**src/rtl/uart_xfer_ctrl_if.sv**
```systemverilog
// rtl/uart_xfer_ctrl_if.sv - signal bundle between the UART transfer controller and the UART core
//
// Purpose: groups the Rx/Tx FIFO handshakes, the echo/manual controls and the
//          statistics outputs of uart_xfer_ctrl into one interface.
// Signals:
//   rx_empty, read_data   Rx FIFO empty flag and first-word-fall-through head byte
//   read_uart             Rx FIFO pop strobe
//   tx_full               Tx FIFO full flag
//   write_uart, write_data Tx FIFO push strobe and byte
//   echo_en               automatic echo enable
//   man_req, man_data     manual send request level and byte
//   man_ack               one-cycle pulse when the manual byte is pushed
//   busy                  controller is not idle
//   echo_cnt, man_cnt     statistics counters (CNT_W bits)
// Modports: master = controller side, slave = UART core / user side.
interface uart_xfer_ctrl_if #(
   parameter int CNT_W = 8
);
   logic             rx_empty;
   logic [7:0]       read_data;
   logic             read_uart;
   logic             tx_full;
   logic             write_uart;
   logic [7:0]       write_data;
   logic             echo_en;
   logic             man_req;
   logic [7:0]       man_data;
   logic             man_ack;
   logic             busy;
   logic [CNT_W-1:0] echo_cnt;
   logic [CNT_W-1:0] man_cnt;

   modport master (
      input  rx_empty, read_data, tx_full, echo_en, man_req, man_data,
      output read_uart, write_uart, write_data, man_ack, busy, echo_cnt, man_cnt
   );

   modport slave (
      output rx_empty, read_data, tx_full, echo_en, man_req, man_data,
      input  read_uart, write_uart, write_data, man_ack, busy, echo_cnt, man_cnt
   );
endinterface

```
**src/rtl/uart_xfer_ctrl.sv**
```systemverilog
// rtl/uart_xfer_ctrl.sv - UART echo / manual-send transfer controller
//
// Purpose: moves bytes from the UART Rx FIFO back to the Tx FIFO (echo) and
//          pushes a manually requested byte, arbitrating the two round-robin.
// Ports:
//   clk_100MHz  single rising-edge clock
//   reset       synchronous active-high reset
//   bus         uart_xfer_ctrl_if.master (FIFO handshakes, controls, counters)
// Configuration:
//   UART_XFER_CTRL_STATS_EN  when defined, echo_cnt/man_cnt count echoed and
//                            manual bytes (wrapping); otherwise they read 0
//                            and no counter registers exist.
module uart_xfer_ctrl #(
   parameter int CNT_W = 8
) (
   input logic               clk_100MHz,
   input logic               reset,
   uart_xfer_ctrl_if.master  bus
);

   typedef enum logic [1:0] {
      IDLE     = 2'd0,
      ECHO_POP = 2'd1,
      ECHO_WR  = 2'd2,
      MAN_WR   = 2'd3
   } state_t;

   state_t     state;
   state_t     state_nxt;
   logic [7:0] hold;
   logic [7:0] hold_nxt;
   logic       favor_man;       // 1: manual wins the next contention
   logic       favor_man_nxt;
   logic       echo_req;
   logic       grant_echo;
   logic       grant_man;
   logic       pop;
   logic       wr_cycle;
   logic       push;

   always_ff @(posedge clk_100MHz) begin
      if (reset) begin
         state     <= IDLE;
         hold      <= 8'h00;
         favor_man <= 1'b0;
      end else begin
         state     <= state_nxt;
         hold      <= hold_nxt;
         favor_man <= favor_man_nxt;
      end
   end

   always_comb begin
      state_nxt     = state;
      hold_nxt      = hold;
      favor_man_nxt = favor_man;
      echo_req      = bus.echo_en & ~bus.rx_empty;
      grant_echo    = 1'b0;
      grant_man     = 1'b0;
      pop           = 1'b0;
      wr_cycle      = 1'b0;
      case (state)
         IDLE: begin
            // Echo wins unless manual is also asking and it is manual's turn.
            grant_echo = echo_req & (~bus.man_req | ~favor_man);
            grant_man  = bus.man_req & ~grant_echo;
            if (grant_echo) begin
               hold_nxt      = bus.read_data;
               favor_man_nxt = 1'b1;
               state_nxt     = ECHO_POP;
            end else if (grant_man) begin
               hold_nxt      = bus.man_data;
               favor_man_nxt = 1'b0;
               state_nxt     = MAN_WR;
            end
         end
         ECHO_POP: begin
            // Byte already captured from the fall-through head; just pop it.
            pop       = 1'b1;
            state_nxt = ECHO_WR;
         end
         ECHO_WR, MAN_WR: begin
            wr_cycle = 1'b1;
            if (!bus.tx_full) begin
               state_nxt = IDLE;
            end
         end
         default: state_nxt = IDLE;
      endcase
   end

   // Strobes are masked while reset is high so an interrupted transfer never
   // touches the FIFOs in the reset cycle itself.
   assign push           = wr_cycle & ~bus.tx_full & ~reset;
   assign bus.read_uart  = pop & ~reset;
   assign bus.write_uart = push;
   assign bus.write_data = hold;
   assign bus.man_ack    = push & (state == MAN_WR);
   assign bus.busy       = (state != IDLE);

`ifdef UART_XFER_CTRL_STATS_EN
   logic [CNT_W-1:0] echo_q;
   logic [CNT_W-1:0] man_q;

   always_ff @(posedge clk_100MHz) begin
      if (reset) begin
         echo_q <= '0;
         man_q  <= '0;
      end else begin
         if (push && (state == ECHO_WR)) begin
            echo_q <= echo_q + CNT_W'(1);
         end
         if (push && (state == MAN_WR)) begin
            man_q <= man_q + CNT_W'(1);
         end
      end
   end

   assign bus.echo_cnt = echo_q;
   assign bus.man_cnt  = man_q;
`else
   assign bus.echo_cnt = {CNT_W{1'b0}};
   assign bus.man_cnt  = {CNT_W{1'b0}};
`endif

endmodule

```
**src/flat_wrapper.sv**
```systemverilog
// flat-port wrapper written by rule: the top's interface ports become plain ports
module uart_xfer_ctrl_flat 
#(
   parameter int CNT_W = 8
)
  (clk_100MHz, reset, bus_rx_empty, bus_read_data, bus_tx_full, bus_echo_en, bus_man_req, bus_man_data, bus_read_uart, bus_write_uart, bus_write_data, bus_man_ack, bus_busy, bus_echo_cnt, bus_man_cnt);
  uart_xfer_ctrl_if #(.CNT_W(CNT_W)) bus_i ();
  input logic clk_100MHz;
  input logic reset;
  input wire logic [$bits(bus_i.rx_empty)-1:0] bus_rx_empty;
  input wire logic [$bits(bus_i.read_data)-1:0] bus_read_data;
  input wire logic [$bits(bus_i.tx_full)-1:0] bus_tx_full;
  input wire logic [$bits(bus_i.echo_en)-1:0] bus_echo_en;
  input wire logic [$bits(bus_i.man_req)-1:0] bus_man_req;
  input wire logic [$bits(bus_i.man_data)-1:0] bus_man_data;
  output wire logic [$bits(bus_i.read_uart)-1:0] bus_read_uart;
  output wire logic [$bits(bus_i.write_uart)-1:0] bus_write_uart;
  output wire logic [$bits(bus_i.write_data)-1:0] bus_write_data;
  output wire logic [$bits(bus_i.man_ack)-1:0] bus_man_ack;
  output wire logic [$bits(bus_i.busy)-1:0] bus_busy;
  output wire logic [$bits(bus_i.echo_cnt)-1:0] bus_echo_cnt;
  output wire logic [$bits(bus_i.man_cnt)-1:0] bus_man_cnt;
  assign bus_i.rx_empty = bus_rx_empty;
  assign bus_i.read_data = bus_read_data;
  assign bus_i.tx_full = bus_tx_full;
  assign bus_i.echo_en = bus_echo_en;
  assign bus_i.man_req = bus_man_req;
  assign bus_i.man_data = bus_man_data;
  assign bus_read_uart = bus_i.read_uart;
  assign bus_write_uart = bus_i.write_uart;
  assign bus_write_data = bus_i.write_data;
  assign bus_man_ack = bus_i.man_ack;
  assign bus_busy = bus_i.busy;
  assign bus_echo_cnt = bus_i.echo_cnt;
  assign bus_man_cnt = bus_i.man_cnt;
  uart_xfer_ctrl #(.CNT_W(CNT_W)) u_core (.clk_100MHz(clk_100MHz), .reset(reset), .bus(bus_i));
endmodule
```
**config.mk**
```make
export PLATFORM = sky130hd
export DESIGN_NAME = uart_xfer_ctrl_flat
export DESIGN_NICKNAME = d
export VERILOG_FILES = /design/src/rtl/uart_xfer_ctrl_if.sv /design/src/rtl/uart_xfer_ctrl.sv /design/src/flat_wrapper.sv
export SDC_FILE = /design/constraint.sdc
export NUM_CORES = 1
export LEC_CHECK = 0
export BUFFER_PORTS_ARGS = -buffer_cell sky130_fd_sc_hd__buf_2
export CELL_PAD_IN_SITES_DETAIL_PLACEMENT = 0
export CELL_PAD_IN_SITES_GLOBAL_PLACEMENT = 1
export CORE_MARGIN = 1
export CORE_UTILIZATION = 25
export CTS_CLUSTER_DIAMETER = 80
export DETAILED_ROUTE_END_ITERATION = 8
export PLACE_DENSITY_LB_ADDON = 0.1
export SETUP_SLACK_MARGIN = 0.2
export SYNTH_ARGS = -nofsm -noshare
export SYNTH_HDL_FRONTEND = slang
export SYNTH_SLANG_ARGS = --single-unit
```
**constraint.sdc**
```tcl
create_clock -name clk_100MHz -period 1.5 [get_ports clk_100MHz]
set_input_delay 0.075 -clock clk_100MHz [delete_from_list [all_inputs] [get_ports clk_100MHz]]
set_output_delay 0.075 -clock clk_100MHz [all_outputs]
set_load 0.01 [all_outputs]
```
==> impl_metrics.toml, run 1 <==
[sta]
maxSlewViolCount = 0
clock.fmax_mhz = 788
hold_viol_final = 0
period_share_pct = 84.6
setup_tns_ns = 0
fin_hold_ws_ns = 0.0643
setup-violations-final = 0
fin_skew_ns = 0.00102
period_minus_slack_ns = 1.27
grt_setup_unrepaired = "true"
setup_slack_ns = 0.231

[global_route]
grt_pass1_vias = 504
grt_pass1_wl_um = 2410
grt_max_degree = 14
overflow = 0
track_usage_pct = 12.2
grt_antenna_before_repair = 0

[final_layout]
layout.cells.non_filler = 149
n_fill_cell = 290
layout-drive-gt1-share_pct = 37.0
antenna_cells = 0
nets = 142
area_growth_syn_to_layout_pct = 26.0
multiInputGateArea_um2 = 345
register_area_um2 = 221
final_util_pct = 33.3

[drt]
num_vias = 614
antenna_left = 0
wl_per_cell_um = 10.7
route.met2.wl_um = 691
wl_met3_um = 140
routed_wl_um = 1590
viasPerCell = 4.12
route.detailed.drc = 0
wl_met1_um = 761
dr.pass1.iters = 4
initialDrtViolationCount = 13
top_layer_used = "met3"

[worst_setup_path]
worst_ep_required_time_ns = 1.66
cp_max_fo = 8
worstSetupEndpoint = "u_core.favor_man"
cp_slowest_cell = "dfxtp_2"
startpoint_type = "register"
r2r_setup_slack_ns = 0.23
worstSetupPathType = "reg -> reg"
critPathCaptureType = "register"
cp-startpoint = "u_core.state[0]"
reg2reg_to = "u_core.favor_man"
r2r_cells = 4
path_cells = "or2_4 -> o21ba_4 -> mux2i_1 -> nor2_1"
max_stage_delay_ns = 0.33
r2r_start = "u_core.state[0]"
cp_data_arrival_time_ns = 1.43

[floorplan]
start_util_pct = 26.5
die_area_um2 = 2830
core_area_um2 = 2480
fp.dieW_um = 53.2
num_io_pins = 50
fp.dieH_um = 53.2
rows = 18

[logic_synthesis]
yosysWarnings = 0
ys.flop_type = "dfxtp_1"
synthCells = 82
yosys.area.top_type_share_pct = 33.6
synth-edff-count = 0
async_reset_ff_share_pct = 0
ys_ff_latch = 11
synthTopCellsByCount = "18 x nand2_1, 16 x buf_4, 14 x nor2_1"
yosysMostFrequentCell = "nand2_1"
synthTopCellsByArea = "dfxtp_1 34%, buf_4 18%, a311oi_1 11%, nand2_1 10%, nor2_1 8.0%"
synth_top_area_cell = "dfxtp_1"
netlist_area_um2 = 656
ys_seq_area_share_pct = 33.6
avgSynthCellArea_um2 = 8.00
synth.distinct_cells = 19

[placed_design]
dp_hpwl_um = 1070
dp_slack_ns = 0.171
place_inst = 140
portBuffers = 33
gp_congestion = 0.659

[run_status]
status = "finished clean"

[hold_path]
hp-class = "in -> reg"

[cts]
cts_tree = "built"
cts_buffers = 3
htree_levels = 1
cts_buffer_depth = 2
cts_sinks = 11
path_clk_slew_ns = 0.07
clkLatencyLatePin_ns = 0.27
postCtsHoldBufs = 0
cts_root_buf = "clkbuf_4"

[job]
maxCapViolations = 0

[power]
power_density_nw_per_um2 = 954
peakVddDrop_mv = 0.526
leakage_nw = 0.427
flip-flops by register name (all words and copies together), names as in the netlist:
name / cells
u_core.bus.write_data: 8
u_core.state: 2
u_core.favor_man: 1
where the power goes:
group	leakage (nW)	internal, W	switching (W)
logic	0.321	0.000113	0.000127
clock network	0.0150	0.000103	0.000102
registers	0.0914	0.000326	0.0000167
cell type report:
type | count | area share, %
clock buffers | 4 | 3.18
flip-flops and latches | 11 | 26.8
repair buffers | 37 | 23.6
well taps | 30 | 4.55
multi-input cells | 67 | 41.8
layout by cell type, fill, tap and decap left out, types with 2 or more instances in the layout:
cell type	netlist	routed
conb_1	1	16
buf_4	16	4
dfxtp_1	11	10
o21ba_4	0	2
buf_2	0	33
clkbuf_4	0	3
nand2_1	18	18
a311oi_1	8	8
nand2b_1	2	2
nor2_1	14	14
stage by stage:
step           cell area [µm²]  power, W
6_report                   826  0.000788
5_1_grt                    826  0.000855
4_1_cts                    810  0.000792
3_5_place_dp               752  0.000558
3_3_place_gp               752  0.000556
2_1_floorplan              718  0.000536
cell families (layout without fill, tap and decap cells):
kind of cell,count (synthesis),count (layout),synth area share (%)
buffers and inverters,20,41,25.8
and+or+nand+nor,38,38,24.6
other,1,16,0.572
muxes,1,1,1.53
DFF,11,11,33.6
AOI/OAI and AO/OA,11,12,13.9
worst max-delay path: cells and delay by family, from the launching register on:
kind | cells | cell delay (ns)
flops | 1 | 0.33
simple gates | 2 | 0.32
compound gates | 1 | 0.29
mux | 1 | 0.22
worst min path at each step:
| stage | from | end | slack [ns] | depth (start not counted) |
|---|---|---|---|---|
| 3_5_place_dp | bus_man_data[0] | u_core.bus.write_data[0] | 0.35 | 3 |
| 5_1_grt | bus_man_data[1] | u_core.bus.write_data[1] | 0.06 | 3 |
| 6_report | bus_man_data[4] | u_core.bus.write_data[4] | 0.06 | 3 |
| 4_1_cts | bus_man_data[0] | u_core.bus.write_data[0] | 0.06 | 3 |
| 2_1_floorplan | reset | u_core.bus.write_data[5] | 0.15 | 1 |
| 3_3_place_gp | bus_read_data[5] | u_core.bus.write_data[5] | 0.35 | 3 |
per-layer routing:
metal  global-route usage [%]  up-vias
li1                         -      316
met1                     16.4      269
met2                     17.7       29
met3                     6.03        0
met4                     1.32        0
met5                        0        -
repair_timing:
action                     4_1_cts  5_1_grt
buffers inserted                 2        2
gates cloned                     1        0
pin swaps                        0        7
resized for setup                1        1
setup endpoints to repair        9        9
(Power assumes the default switching activity.)
==> inputs of run 2 (changes only) <==
CORE_UTILIZATION = 23   (was 25)
clock period = 1.1 ns   (was 1.5 ns; I/O delays follow)
==> impl_metrics.toml, run 2 (synthesis results as in run 1) <==
[run_status]
status = "finished, violations left"
violations = "setup timing"

[worst_setup_path]
path_buf_inv = 0
r2r_start = "u_core.state[0]"
path_cells = "or2_4 -> o21ba_4 -> nor2_2 -> a311oi_2"
cp_slowest_cell = "dfxtp_2"
cp_data_arrival_time_ns = 1.43
critPathCaptureType = "register"
reg2reg_to = "u_core.bus.write_data[1]"
r2r_cells = 4
worstSetupPathType = "reg -> reg"
startpoint_type = "register"
worst_ep_required_time_ns = 1.27
r2r_setup_slack_ns = -0.16
cp_max_fo = 8
crit_family = "compound AO/OA/AOI/OAI gates"
max_stage_delay_ns = 0.32

[sta]
setup_slack_ns = -0.162
grt_setup_unrepaired = "true"
period_minus_slack_ns = 1.26
fin_hold_ws_ns = 0.0486
fin_skew_ns = 0.00167
clock.fmax_mhz = 792
maxSlewViolCount = 0
period_share_pct = 115
setup-violations-final = 14
hold_viol_final = 0

[power]
leakage_nw = 0.483
power_density_nw_per_um2 = 1230
peakVddDrop_mv = 0.443

[floorplan]
num_io_pins = 50
fp.dieH_um = 55.4
rows = 18
fp.dieW_um = 55.4
die_area_um2 = 3070
start_util_pct = 25.3
core_area_um2 = 2590

[drt]
route.met2.wl_um = 829
routed_wl_um = 1770
wl_met1_um = 797
top_layer_used = "met3"
initialDrtViolationCount = 6
antenna_left = 0
viasPerCell = 4.00
wl_met3_um = 144
num_vias = 636
wl_per_cell_um = 11.1
route.detailed.drc = 0
dr.pass1.iters = 2

[cts]
cts_buffer_depth = 2
htree_levels = 1
postCtsHoldBufs = 0
path_clk_slew_ns = 0.07
cts_root_buf = "clkbuf_4"
cts_tree = "built"
cts_buffers = 3
cts_sinks = 11
clkLatencyLatePin_ns = 0.26

[global_route]
grt_pass1_vias = 631
grt_antenna_before_repair = 0
grt_pass1_wl_um = 2820
grt_max_degree = 14
track_usage_pct = 11.5
overflow = 0

[final_layout]
n_fill_cell = 302
area_growth_syn_to_layout_pct = 42.6
antenna_cells = 0
fin_area_um2 = 935
final_common_cell = "buf_2"
nets = 152
mostFrequentLayoutCells = "32 x buf_2, 18 x nand2_1, 16 x conb_1"
layout-drive-gt1-share_pct = 45.0
largest_reg_flops = 8

[hold_path]
hp-class = "in -> reg"
hold_end = "u_core.bus.write_data[4]"
min_from = "bus_man_data[4]"
worstHoldPathCells = 3

[job]
maxCapViolations = 0

[placed_design]
gp_congestion = 0.666
placed_cell_area_um2 = 812
dp_hpwl_um = 1190
portBuffers = 33
## run 2: cell count changes in the layout (fill, tap and decap cells not counted)
cell      change
dfxtp_1       -1
nor2_1        -2
a311oi_2      +1
a311oi_1      -1
nor2_2        +2
buf_6         +5
dfxtp_2       +1
buf_2         -1
buf_4         +6
## run 2: worst max-delay path by stage
stage / from / endpoint / slack, ns / depth (start not counted)
global placement: u_core.state[0] / u_core.bus.write_data[1] / -0.16 / 4
detailed placement: u_core.state[0] / u_core.bus.write_data[1] / -0.20 / 4
CTS: u_core.state[0] / u_core.favor_man / -0.13 / 4
global route: u_core.state[0] / u_core.bus.write_data[1] / -0.23 / 4
floorplan: u_core.state[0] / u_core.favor_man / -0.24 / 6
finish: u_core.state[0] / u_core.bus.write_data[1] / -0.16 / 4
## run 2: per-stage QoR
stage | setup TNS [ns] | worst slack, ns | instances | power (W) | utilization, %
after floorplan | -1.34 | -0.241 | 97 | 0.000730 | -
after global placement | -1.36 | -0.156 | 148 | 0.000800 | 31.4
after detailed placement | -1.68 | -0.204 | 148 | 0.000804 | 31.4
after CTS | -1.47 | -0.133 | 158 | 0.00114 | 34.9
after global routing | -2.17 | -0.227 | 159 | 0.00124 | 36.1
final | -1.26 | -0.162 | 159 | 0.00115 | 36.1
## run 2: metal layers
| layer | track usage [%] | vias up |
|---|---|---|
| met5 | 0 | - |
| met4 | 4.29 | 0 |
| met3 | 4.22 | 0 |
| met2 | 18.6 | 29 |
| met1 | 14.0 | 272 |
| li1 | - | 335 |
## run 2: tightest hold or removal path: cells and delay by family
kind | cells | cell delay [ns]
buf+inv | 1 | 0.09
compound gates | 1 | 0.07
simple gates | 1 | 0.04
## run 2: area by class of cell
| type | instances | area [µm²] | share of cell area, % |
|---|---|---|---|
| clock buffer | 4 | 26.3 | 2.81 |
| timing repair buffer | 47 | 292 | 31.2 |
| multi-input combinational | 67 | 357 | 38.2 |
| tap | 30 | 37.5 | 4.02 |
| sequential | 11 | 223 | 23.8 |
## run 2: where the power goes
group	switching, W	internal [W]	leakage (nW)
Clock	0.000133	0.000140	0.0150
Sequential	0.0000225	0.000445	0.0917
Combinational	0.000198	0.000214	0.377
Total	0.000354	0.000800	0.483
## run 2: repair_timing
item	4_1_cts	5_1_grt
buffers inserted	5	1
pin swaps	9	3
resized for setup	5	6
cloned	1	0
endpoints found under the setup margin	15	15
==> inputs of run 3 (changes only) <==
PLACE_DENSITY = 0.86   (was not set)
PLACE_DENSITY_LB_ADDON = not set   (was 0.1)
==> impl_metrics.toml, run 3 (synthesis results as in run 1) <==
[global_route]
overflow = 0
track_usage_pct = 10.9
grt_pass1_vias = 606
grt_max_degree = 14
grt_antenna_before_repair = 0
grt_pass1_wl_um = 2640

[job]
maxCapViolations = 0

[sta]
setup_slack_ns = -0.138
period_minus_slack_ns = 1.24
fin_hold_ws_ns = 0.0427
setup-violations-final = 14
clock.fmax_mhz = 808
fin_skew_ns = 0.00181
maxSlewViolCount = 0
grt_setup_unrepaired = "true"
setup_tns_ns = -1.24
hold_viol_final = 0
period_share_pct = 113

[worst_setup_path]
cp_data_arrival_time_ns = 1.18
crit_family = "simple AND/OR/NAND/NOR gates"
worst_ep_required_time_ns = 1.04
worstSetupPathType = "reg -> out"
cp_slowest_cell = "dfxtp_2"
max_stage_delay_ns = 0.34
startpoint_type = "register"
cp_max_fo = 3
critPathCaptureType = "output pin"
path_cells = "buf_6 -> or2b_1 -> nor2_1 -> buf_2"
path_buf_inv = 2

[final_layout]
layout-drive-gt1-share_pct = 44.5
nets = 151
layout.cells.non_filler = 158
antenna_cells = 0
final_util_pct = 35.8
largest_reg_flops = 8
area_growth_syn_to_layout_pct = 41.6
mostFrequentLayoutCells = "32 x buf_2, 17 x nand2_1, 16 x conb_1"
final_common_cell = "buf_2"

[floorplan]
num_io_pins = 50
fp.dieH_um = 55.4
die_area_um2 = 3070
start_util_pct = 25.3
fp.dieW_um = 55.4
core_area_um2 = 2590
rows = 18

[cts]
cts_buffers = 3
clkLatencyLatePin_ns = 0.27
cts_sinks = 11
path_clk_slew_ns = 0.07
cts_root_buf = "clkbuf_4"
cts_tree = "built"
htree_levels = 1
cts_buffer_depth = 2

[drt]
num_vias = 685
antenna_left = 0
viasPerCell = 4.34
dr.pass1.iters = 4
routed_wl_um = 1690
wl_per_cell_um = 10.7
route.detailed.drc = 0
initialDrtViolationCount = 8

[run_status]
violations = "setup timing"
status = "finished, violations left"

[hold_path]
hp-class = "in -> reg"

[placed_design]
portBuffers = 33
dp_hpwl_um = 1220
place_inst = 147
dp_slack_ns = -0.212
gp_congestion = 0.710

[power]
power_density_nw_per_um2 = 1240
leakage_nw = 0.480
peakVddDrop_mv = 0.472
[run 3: routing by layer]
metal  part of all wire [%]  up-vias  wire length [µm]  global-route usage, %
met4                    1.7        0                29                   5.36
li1                       -      334                 -                      -
met5                      0        -                 0                      0
met3                     12        3               204                   5.15
met2                     42       42               713                   16.4
met1                     44      306               743                   12.8
[run 3: worst paths after layout]
path,startpoint,to,slack [ns],depth (start not counted)
worst max-delay path,u_core.state[1],bus_man_ack,-0.14,4
worst max register to register,u_core.state[0],u_core.favor_man,-0.12,4
worst min-delay path,bus_read_data[1],u_core.bus.write_data[1],0.04,3
worst min register to register,u_core.bus.write_data[2],u_core.bus.write_data[2],0.50,2
[run 3: worst min-delay path, delay by kind of cell]
family	cells	cell delay, ns
AO/OA/AOI/OAI	1	0.07
AND/OR/NAND/NOR	1	0.05
buffers and inverters	1	0.10
[run 3: stage by stage]
stage	area, µm²	power, W
finish	928	0.00115
global route	928	0.00123
CTS	903	0.00115
detailed placement	805	0.000797
global placement	805	0.000787
floorplan	718	0.000730
[run 3: what timing repair did]
action / CTS / global route
pin swaps: 9 / 1
endpoints found under the setup margin: 15 / 15
setup buffers: 4 / 2
gates resized for setup: 9 / 2
hold buffers: 0 / 0
gates cloned: 1 / 0
[run 3: power breakdown]
part,internal [W],switching [W]
logic,0.000209,0.000194
clock network,0.000141,0.000141
registers,0.000446,0.0000229
total,0.000795,0.000358
[run 3: cell type report]
cell class | instances | area (µm²)
sequential | 11 | 223
timing repair buffer | 46 | 284
multi-input combinational | 67 | 358
tap | 30 | 37.5
clock buffer | 4 | 26.3
fill | 284 | 1660
